File: src/rtl/if_pkg.sv
// Shared types and constants for the instruction-fetch stage.
package if_pkg;

  typedef enum logic [1:0] {
    S_REQ  = 2'd0,
    S_WAIT = 2'd1,
    S_HOLD = 2'd2
  } state_t;

  localparam logic [31:0] RESET_PC_DEFAULT = 32'hBFC0_0000;

endpackage

File: src/rtl/if_buf.sv
// Single-entry holding register for an IF output that ID could not take yet.
module if_buf
  import if_pkg::*;
(
  input  logic        clk,
  input  logic        resetn,
  input  logic        load,
  input  logic        clear,
  input  logic [31:0] d_pc,
  input  logic [31:0] d_inst,
  input  logic        d_adel,
  output logic [31:0] q_pc,
  output logic [31:0] q_inst,
  output logic        q_adel
);

  // Clear wins over load so a flush never leaves a stale entry behind.
  always_ff @(posedge clk or negedge resetn) begin
    if (!resetn) begin
      q_pc   <= 32'd0;
      q_inst <= 32'd0;
      q_adel <= 1'b0;
    end else if (clear) begin
      q_pc   <= 32'd0;
      q_inst <= 32'd0;
      q_adel <= 1'b0;
    end else if (load) begin
      q_pc   <= d_pc;
      q_inst <= d_inst;
      q_adel <= d_adel;
    end
  end

endmodule

File: src/rtl/if_fetch.sv
// MIPS instruction-fetch stage: PC generation, single-outstanding SRAM-like
// instruction port, branch delay slot and exception redirect handling.
module if_fetch
  import if_pkg::*;
#(
  parameter logic [31:0] RESET_PC = RESET_PC_DEFAULT
) (
  input  logic        clk,
  input  logic        resetn,
  input  logic        if_id_stall,
  input  logic        exc_oc,
  input  logic [31:0] exc_pc,
  input  logic        id_br_taken,
  input  logic [31:0] id_br_target,
  output logic        inst_req,
  output logic [31:0] inst_addr,
  input  logic        inst_addr_ok,
  input  logic        inst_data_ok,
  input  logic [31:0] inst_rdata,
  output logic        if_valid,
  output logic [31:0] if_pc,
  output logic [31:0] if_inst,
  output logic        if_adel,
  output state_t      dbg_state
);

  // Handshakes: a request transfers on a cycle with inst_req && inst_addr_ok;
  // once raised, inst_req/inst_addr hold until that cycle. Read data is taken
  // on any inst_data_ok cycle while waiting. The IF output transfers to ID on
  // a cycle with if_valid && !if_id_stall; otherwise it is held unchanged.

  state_t      state, state_d;
  logic [31:0] fetch_pc, fetch_pc_d;
  logic        redir_valid, redir_valid_d;
  logic [31:0] redir_pc, redir_pc_d;
  logic        br_pend, br_pend_d;
  logic [31:0] br_pc, br_pc_d;
  logic        cancel, cancel_d;

  logic        buf_load, buf_clear;
  logic [31:0] buf_d_pc, buf_d_inst;
  logic        buf_d_adel;
  logic [31:0] buf_pc, buf_inst;
  logic        buf_adel;

  logic        misaligned;
  logic        br_now;
  logic        consume;

  assign misaligned = |fetch_pc[1:0];
  assign br_now     = id_br_taken && !if_id_stall;
  assign inst_addr  = fetch_pc;
  assign dbg_state  = state;

  if_buf u_buf (
    .clk    (clk),
    .resetn (resetn),
    .load   (buf_load),
    .clear  (buf_clear),
    .d_pc   (buf_d_pc),
    .d_inst (buf_d_inst),
    .d_adel (buf_d_adel),
    .q_pc   (buf_pc),
    .q_inst (buf_inst),
    .q_adel (buf_adel)
  );

  always_ff @(posedge clk or negedge resetn) begin
    if (!resetn) begin
      state       <= S_REQ;
      fetch_pc    <= RESET_PC;
      redir_valid <= 1'b0;
      redir_pc    <= 32'd0;
      br_pend     <= 1'b0;
      br_pc       <= 32'd0;
      cancel      <= 1'b0;
    end else begin
      state       <= state_d;
      fetch_pc    <= fetch_pc_d;
      redir_valid <= redir_valid_d;
      redir_pc    <= redir_pc_d;
      br_pend     <= br_pend_d;
      br_pc       <= br_pc_d;
      cancel      <= cancel_d;
    end
  end

  always_comb begin
    state_d       = state;
    fetch_pc_d    = fetch_pc;
    redir_valid_d = redir_valid;
    redir_pc_d    = redir_pc;
    br_pend_d     = br_pend;
    br_pc_d       = br_pc;
    cancel_d      = cancel;
    buf_load      = 1'b0;
    buf_clear     = 1'b0;
    buf_d_pc      = fetch_pc;
    buf_d_inst    = inst_rdata;
    buf_d_adel    = 1'b0;
    consume       = 1'b0;
    inst_req      = 1'b0;
    if_valid      = 1'b0;
    if_pc         = buf_pc;
    if_inst       = buf_inst;
    if_adel       = buf_adel;

    case (state)
      S_REQ: begin
        if (misaligned) begin
          // Address error is reported in place; the PC stays put until a flush.
          if_valid = !exc_oc;
          if_pc    = fetch_pc;
          if_inst  = 32'd0;
          if_adel  = 1'b1;
          if (exc_oc) begin
            fetch_pc_d = exc_pc;
          end else if (if_id_stall) begin
            buf_load   = 1'b1;
            buf_d_inst = 32'd0;
            buf_d_adel = 1'b1;
            state_d    = S_HOLD;
          end
        end else begin
          inst_req = 1'b1;
          if (inst_addr_ok) begin
            state_d       = S_WAIT;
            cancel_d      = redir_valid || exc_oc;
            redir_valid_d = 1'b0;
          end else if (exc_oc) begin
            redir_valid_d = 1'b1;
          end
        end
      end
      S_WAIT: begin
        if (inst_data_ok) begin
          if (cancel || exc_oc) begin
            state_d    = S_REQ;
            cancel_d   = 1'b0;
            fetch_pc_d = exc_oc ? exc_pc : redir_pc;
          end else begin
            if_valid = 1'b1;
            if_pc    = fetch_pc;
            if_inst  = inst_rdata;
            if_adel  = 1'b0;
            state_d  = if_id_stall ? S_HOLD : S_REQ;
            buf_load = if_id_stall;
            consume  = !if_id_stall;
          end
        end else if (exc_oc) begin
          cancel_d = 1'b1;
        end
      end
      S_HOLD: begin
        if_valid = !exc_oc;
        if (exc_oc) begin
          state_d    = S_REQ;
          fetch_pc_d = exc_pc;
        end else if (!if_id_stall) begin
          state_d = S_REQ;
          consume = 1'b1;
        end
      end
      default: state_d = S_REQ;
    endcase

    // The instruction leaving IF is the delay slot of any branch in ID.
    if (exc_oc) begin
      redir_pc_d = exc_pc;
      br_pend_d  = 1'b0;
      buf_clear  = 1'b1;
    end else if (consume) begin
      fetch_pc_d = br_now  ? id_br_target :
                   br_pend ? br_pc : fetch_pc + 32'd4;
      br_pend_d  = 1'b0;
    end else if (br_now) begin
      br_pend_d = 1'b1;
      br_pc_d   = id_br_target;
    end
  end

endmodule
File: config.mk
export PLATFORM = sky130hd
export DESIGN_NAME = if_fetch
export DESIGN_NICKNAME = d
export VERILOG_FILES = /design/src/rtl/if_pkg.sv /design/src/rtl/if_buf.sv /design/src/rtl/if_fetch.sv
export SDC_FILE = /design/constraint.sdc
export NUM_CORES = 1
export LEC_CHECK = 0
export CORE_AREA = 3 3 149 151
export CTS_BUF_LIST = sky130_fd_sc_hd__clkbuf_2
export CTS_CLUSTER_SIZE = 40
export DETAILED_ROUTE_END_ITERATION = 8
export DIE_AREA = 0 0 152 154
export PLACE_DENSITY = 0.68
export SLEW_MARGIN = 0
export SYNTH_ARGS = -nofsm -noshare
export SYNTH_HDL_FRONTEND = slang
export SYNTH_SLANG_ARGS = --single-unit
export TNS_END_PERCENT = 20
File: constraint.sdc
create_clock -name clk -period 3.25 [get_ports clk]
set_input_delay 0.975 -clock clk [delete_from_list [all_inputs] [get_ports clk]]
set_output_delay 0.975 -clock clk [all_outputs]
set_load 0.005 [all_outputs]
# Word-level counts from Yosys, hierarchy flattened
# Index checks and enable logic that the tools add are counted.
[word_totals] register_bits=166 latch_bits=0 mem_bits_rw=0 rom_bits=0 inputBits=103 mem_count=0
[op_classes] add_sub_neg=1 multipliers=0 n_div=0 order_cmp=0 eq_ne=11 shifts=0 mux=71 bitwise_logic=3 n_reduce_logical=15
[op_table] operator="two-way mux 32 bit" n=23
[op_table] operator="one-hot mux 32 bit (2 select lines)" n=2
[op_table] operator="one-hot mux 32 bit (3 select lines)" n=1
[op_table] operator="adder 32 x 3 -> 32 bit (second input constant)" n=1
[op_table] operator="two-way mux 1 bit" n=30
[op_table] operator="two-way mux 2 bit" n=9
[op_table] operator="inequality test 3 bit (second input constant)" n=6
[op_table] operator="AND reduction 5 bit" n=2
[op_table] operator="one-hot mux 1 bit (2 select lines)" n=4
[op_table] operator="inequality test 2 bit (second input constant)" n=3
[op_table] operator="one-hot mux 2 bit (3 select lines)" n=1
[op_table] operator="AND reduction 3 bit" n=2
[op_table] operator="nonzero test 2 bit" n=3
[op_table] operator="NOT 1 bit" n=3
[op_table] operator="one-hot mux 1 bit (3 select lines)" n=1
[op_table] operator="nonzero test 3 bit" n=1
[op_table] operator="equality test 2 x 1 -> 1 bit (second input constant)" n=1
[op_table] operator="equality test 2 bit (second input constant)" n=1
[op_table] operator="zero test 1 bit" n=2
[op_table] operator="zero test 2 bit" n=1
[op_table] operator="logical OR 1 bit" n=2
[op_table] operator="OR reduction 2 bit" n=1
[op_table] operator="logical AND 1 bit" n=1

# Longest topological paths before layout
[logic_depth] depth_word=6 ltp_mapped=11 mapped_depth_nobuf=9

# Hierarchy
# Synthesis repeated with hierarchy kept, for this count alone.
[hier_totals] cells_unflattened=958 area_unflattened_um2=9431.5
[modules_own_cells] module="if_fetch" instances=1 cells_per_inst=749 area_per_inst_um2=6764.0
[modules_own_cells] module="if_buf" instances=1 cells_per_inst=209 area_per_inst_um2=2667.6

# Worst setup path after synthesis
# Ideal clock, no wire load.
[synth_path] path_type="input -> output" from="input port exc_oc" to="output port if_inst[0]" t_arrival_ns=2.239 path_slack_ns=0.036 cell_stages=6 path_cell_list="buf_2 buf_2 nor3_1 buf_2 clkbuf_1 a22o_1"
[synth_between] elab_chain_cells=4
[synth_rtl] item="start, declared" line_no="if_fetch.sv:11" text="input logic exc_oc,"
[synth_rtl] item="logical OR 1 bit" line_no="if_fetch.sv:137" text="if (cancel || exc_oc) begin"
[synth_rtl] item="two-way mux 32 bit" line_no="if_fetch.sv:137"
[synth_rtl] item="two-way mux 32 bit" line_no="if_fetch.sv:136" text="if (inst_data_ok) begin"
[synth_rtl] item="one-hot mux 32 bit (2 select lines)" line_no="if_fetch.sv:108" text="case (state)"
[synth_rtl] item="end, declared" line_no="if_fetch.sv:22" text="output logic [31:0] if_inst,"
# Every way passes these cells.

# Final worst setup path
[layout_path] from="input port inst_data_ok" to="output port if_inst[6]"
[layout_between] elab_chain_cells=2
[layout_rtl] item="start, declared" line_no="if_fetch.sv:18" text="input logic inst_data_ok,"
[layout_rtl] item="two-way mux 32 bit" line_no="if_fetch.sv:136"
[layout_rtl] item="one-hot mux 32 bit (2 select lines)" line_no="if_fetch.sv:108"
# Every way passes these cells.

==> results.toml <==
[place]
hpwl_mm = 20.22
gp_congestion = 0.8722
io_buffer_count = 203
post-place-cells = 1314

[cells_and_area]
nNetsFinal = 1201
drive_gt1_frac = 0.2459
area_growth_pct = 35.12
instances_no_fill = 1382

[synth]
synth_mux_area_frac = 0.08565
synthSimpleGateAreaFrac = 0.1051
synth_common_cells = "dfrtp_1 (157), a22o_1 (93), a21oi_1 (60)"
yosys-top-cells-area = "dfrtp_1 (44%), a22o_1 (9.1%), mux2_2 (6.9%)"
synth_edf_count = 0
synth_top_area_cell = "dfrtp_1"
synthDistinctLibCells = 70
yosys_warnings = 0
syn_area_um2 = 8999
synth_compound_area_frac = 0.2738
synth_ff_type = "dfrtp_1"
async_flop_share = 1.000
synth_seq_cells = 166
synth.top_cell.area_share = 0.4366
synth_top_family_by_area = "compound AO/OA/AOI/OAI gates"
yosysSeqAreaShare = 0.4629
synth_nets = 976
synth_fa_ha_area_frac = 0.006952
synth_cells = 868
synth_xor_area_frac = 0.01363
yosysMostFrequentCell = "dfrtp_1"
syn_area_per_cell_um2 = 10.37

[floorplanning]
ios = 204
dieArea_um2 = 23410
die_h_um = 154
rows = 53
core_area_um2 = 20960
dieWidth_um = 152
initial_utilization = 0.4294

[power]
vdd_drop_max_mv = 0.3023
power_w = 0.008744
powerDensity_nw_per_um2 = 719.1
p_leak_nw = 5.419

[status]
violations = "setup timing"
status = "finished, violations left"

[route]
routedWlPerCell_um = 22.02
first_pass_iters = 5
route.detailed.drc = 0
num_vias = 8341
wl_met1_mm = 13.84
wl_met2_mm = 13.92
via_per_inst = 6.035
top_layer_used = "met4"
drt_iter0_drc = 849
drt-total-wl_mm = 30.43
antenna_left = 0
met3_length_mm = 2.032

[grt]
grt_max_degree = 65
grt_pass1_vias = 8033
antenna_found_initial = 1
gr-usage-all-layers = 0.2456
grt-ovfl-total = 0
grt_pass1_wl_mm = 46.41

[worst_setup_path]
critPathKind = "input port to output pin"
path_max_fanout = 7
cp.arrival_ps = 2700
start_kind = "input port"
worstPathRequired_ps = 2270
endpoint_kind = "output pin"

[clocking]
root_buffer = "clkbuf_2"
numCtsBuffers = 17
cts_tree = "done"
cts.htree.levels = 4
clock_path_buffers = 2
numClockSinks = 166
cts_hold_buffers = 0
path_clk_slew_ps = 280
clk_latency_ps = 790

[timing]
fin_skew_ps = 44.07
rsz0062_at_grt = "true"
fin_setup_tns_ps = -21300
fmax_mhz = 272.3
tightestPinTransition_ps = 738.7
finalSetupViolCount = 65
finalCriticalPeriod_ps = 3672
max_slew_margin = 0.5075
worst_slack_ps = -422.4
hold_viol_final = 0
period_share = 1.130
maxSlewViolCount = 0

[flow_run]
drv_cap = 0

[min_path]
hp-class = "input port to async pin"
area by class of cell:
class / count / area [um^2]
diodes: 1 / 2.502
fillers: 1875 / 8796
multi-input cells: 596 / 4481
repair buffers: 288 / 2764
inverters: 24 / 100.1
well taps: 275 / 344.1
flip-flops and latches: 166 / 4165
clock buffers: 17 / 85.08
clock inverters: 15 / 217.7
power by group:
group	internal (W)	total, W	switching, W	leakage (nW)
combinational	0.00227	0.00434	0.00206	3.13
clock	0.000528	0.00136	0.000835	0.170
sequential	0.00246	0.00304	0.000578	2.12
total	0.00527	0.00874	0.00348	5.42
worst paths after layout:
kind	from	to	slack, ps	cells after the start
worst max-delay path	inst_data_ok	if_inst[6]	-420	9
worst min-delay path	resetn	u_buf.q_pc[15]	130	1
worst max register to register	inst_addr[2]	inst_addr[28]	610	6
worst min register to register	u_buf.q_adel	u_buf.q_adel	520	2
max in group asynchronous	resetn	inst_addr[22]	2330	2
min in group clk	u_buf.q_adel	u_buf.q_adel	520	2
flip-flops by register name, indices dropped and copies added, names as in the netlist:
name and flops:
br_pc 32, br_pend 1, cancel 1, dbg_state 2, inst_addr 32, redir_pc 32, redir_valid 1, u_buf.q_adel 1
u_buf.q_inst 32, u_buf.q_pc 32
stage by stage:
stage	setup WS (ps)	util	cell area [um^2]	hold WS, ps
floorplan	36.28	-	8999	443.6
global placement	-516.9	0.5507	11540	458.1
CTS	-672.9	0.5682	11910	128.0
global route	-589.8	0.5802	12160	76.86
finish	-422.4	0.5802	12160	134.4
detailed placement	-599.0	0.5507	11540	471.9
kinds of logic after synthesis:
kind of cell / count (synthesis)
AOI/OAI and AO/OA: 330
and+or+nand+nor: 177
xor gates and xnor gates: 14
buffers and inverters: 106
DFF: 166
adders and majority gates: 5
muxes: 70
repair_timing:
action / CTS / global route
cloned: 2 / 7
resized for setup: 48 / 196
setup endpoints to repair: 67 / 67
setup buffers: 2 / 25
pin swaps: 11 / 40
critical path, stage by stage:
cell	delay, ps
clkdlybuf4s50_1	570
nand4bb_4	170
o21ai_4	120
nand2_8	130
buf_16	160
buf_4	130
buf_4	130
a22o_1	170
dlymetal6s2s_1	150
cells in the final DEF, fill, tap and decap left out, types with 7 or more instances in the layout:
cell	n
a221o_1	10
a32o_1	32
nor4_1	8
dfrtp_1	157
inv_6	7
clkdlybuf4s50_1	134
dfstp_2	9
a22oi_1	9
a211oi_1	10
nor2_1	23
xor2_1	10
a221oi_1	13
inv_1	20
buf_6	15
o21ai_0	51
nand2b_1	15
buf_12	11
dlymetal6s2s_1	10
nand2_1	56
and3_1	10
mux2i_1	14
a22o_1	93
buf_4	49
buf_2	41
a21oi_1	59
nand4_1	7
nor3_1	7
mux2_2	55
nand3_1	18
clkbuf_2	33
layer usage:
layer	GRT usage	up-vias
met1	0.3606	4159
met4	0.07748	0
met2	0.3683	362
met3	0.04616	37
li1	-	3783
met5	0	-
No activity file was read; power rests on OpenSTA's default activity.
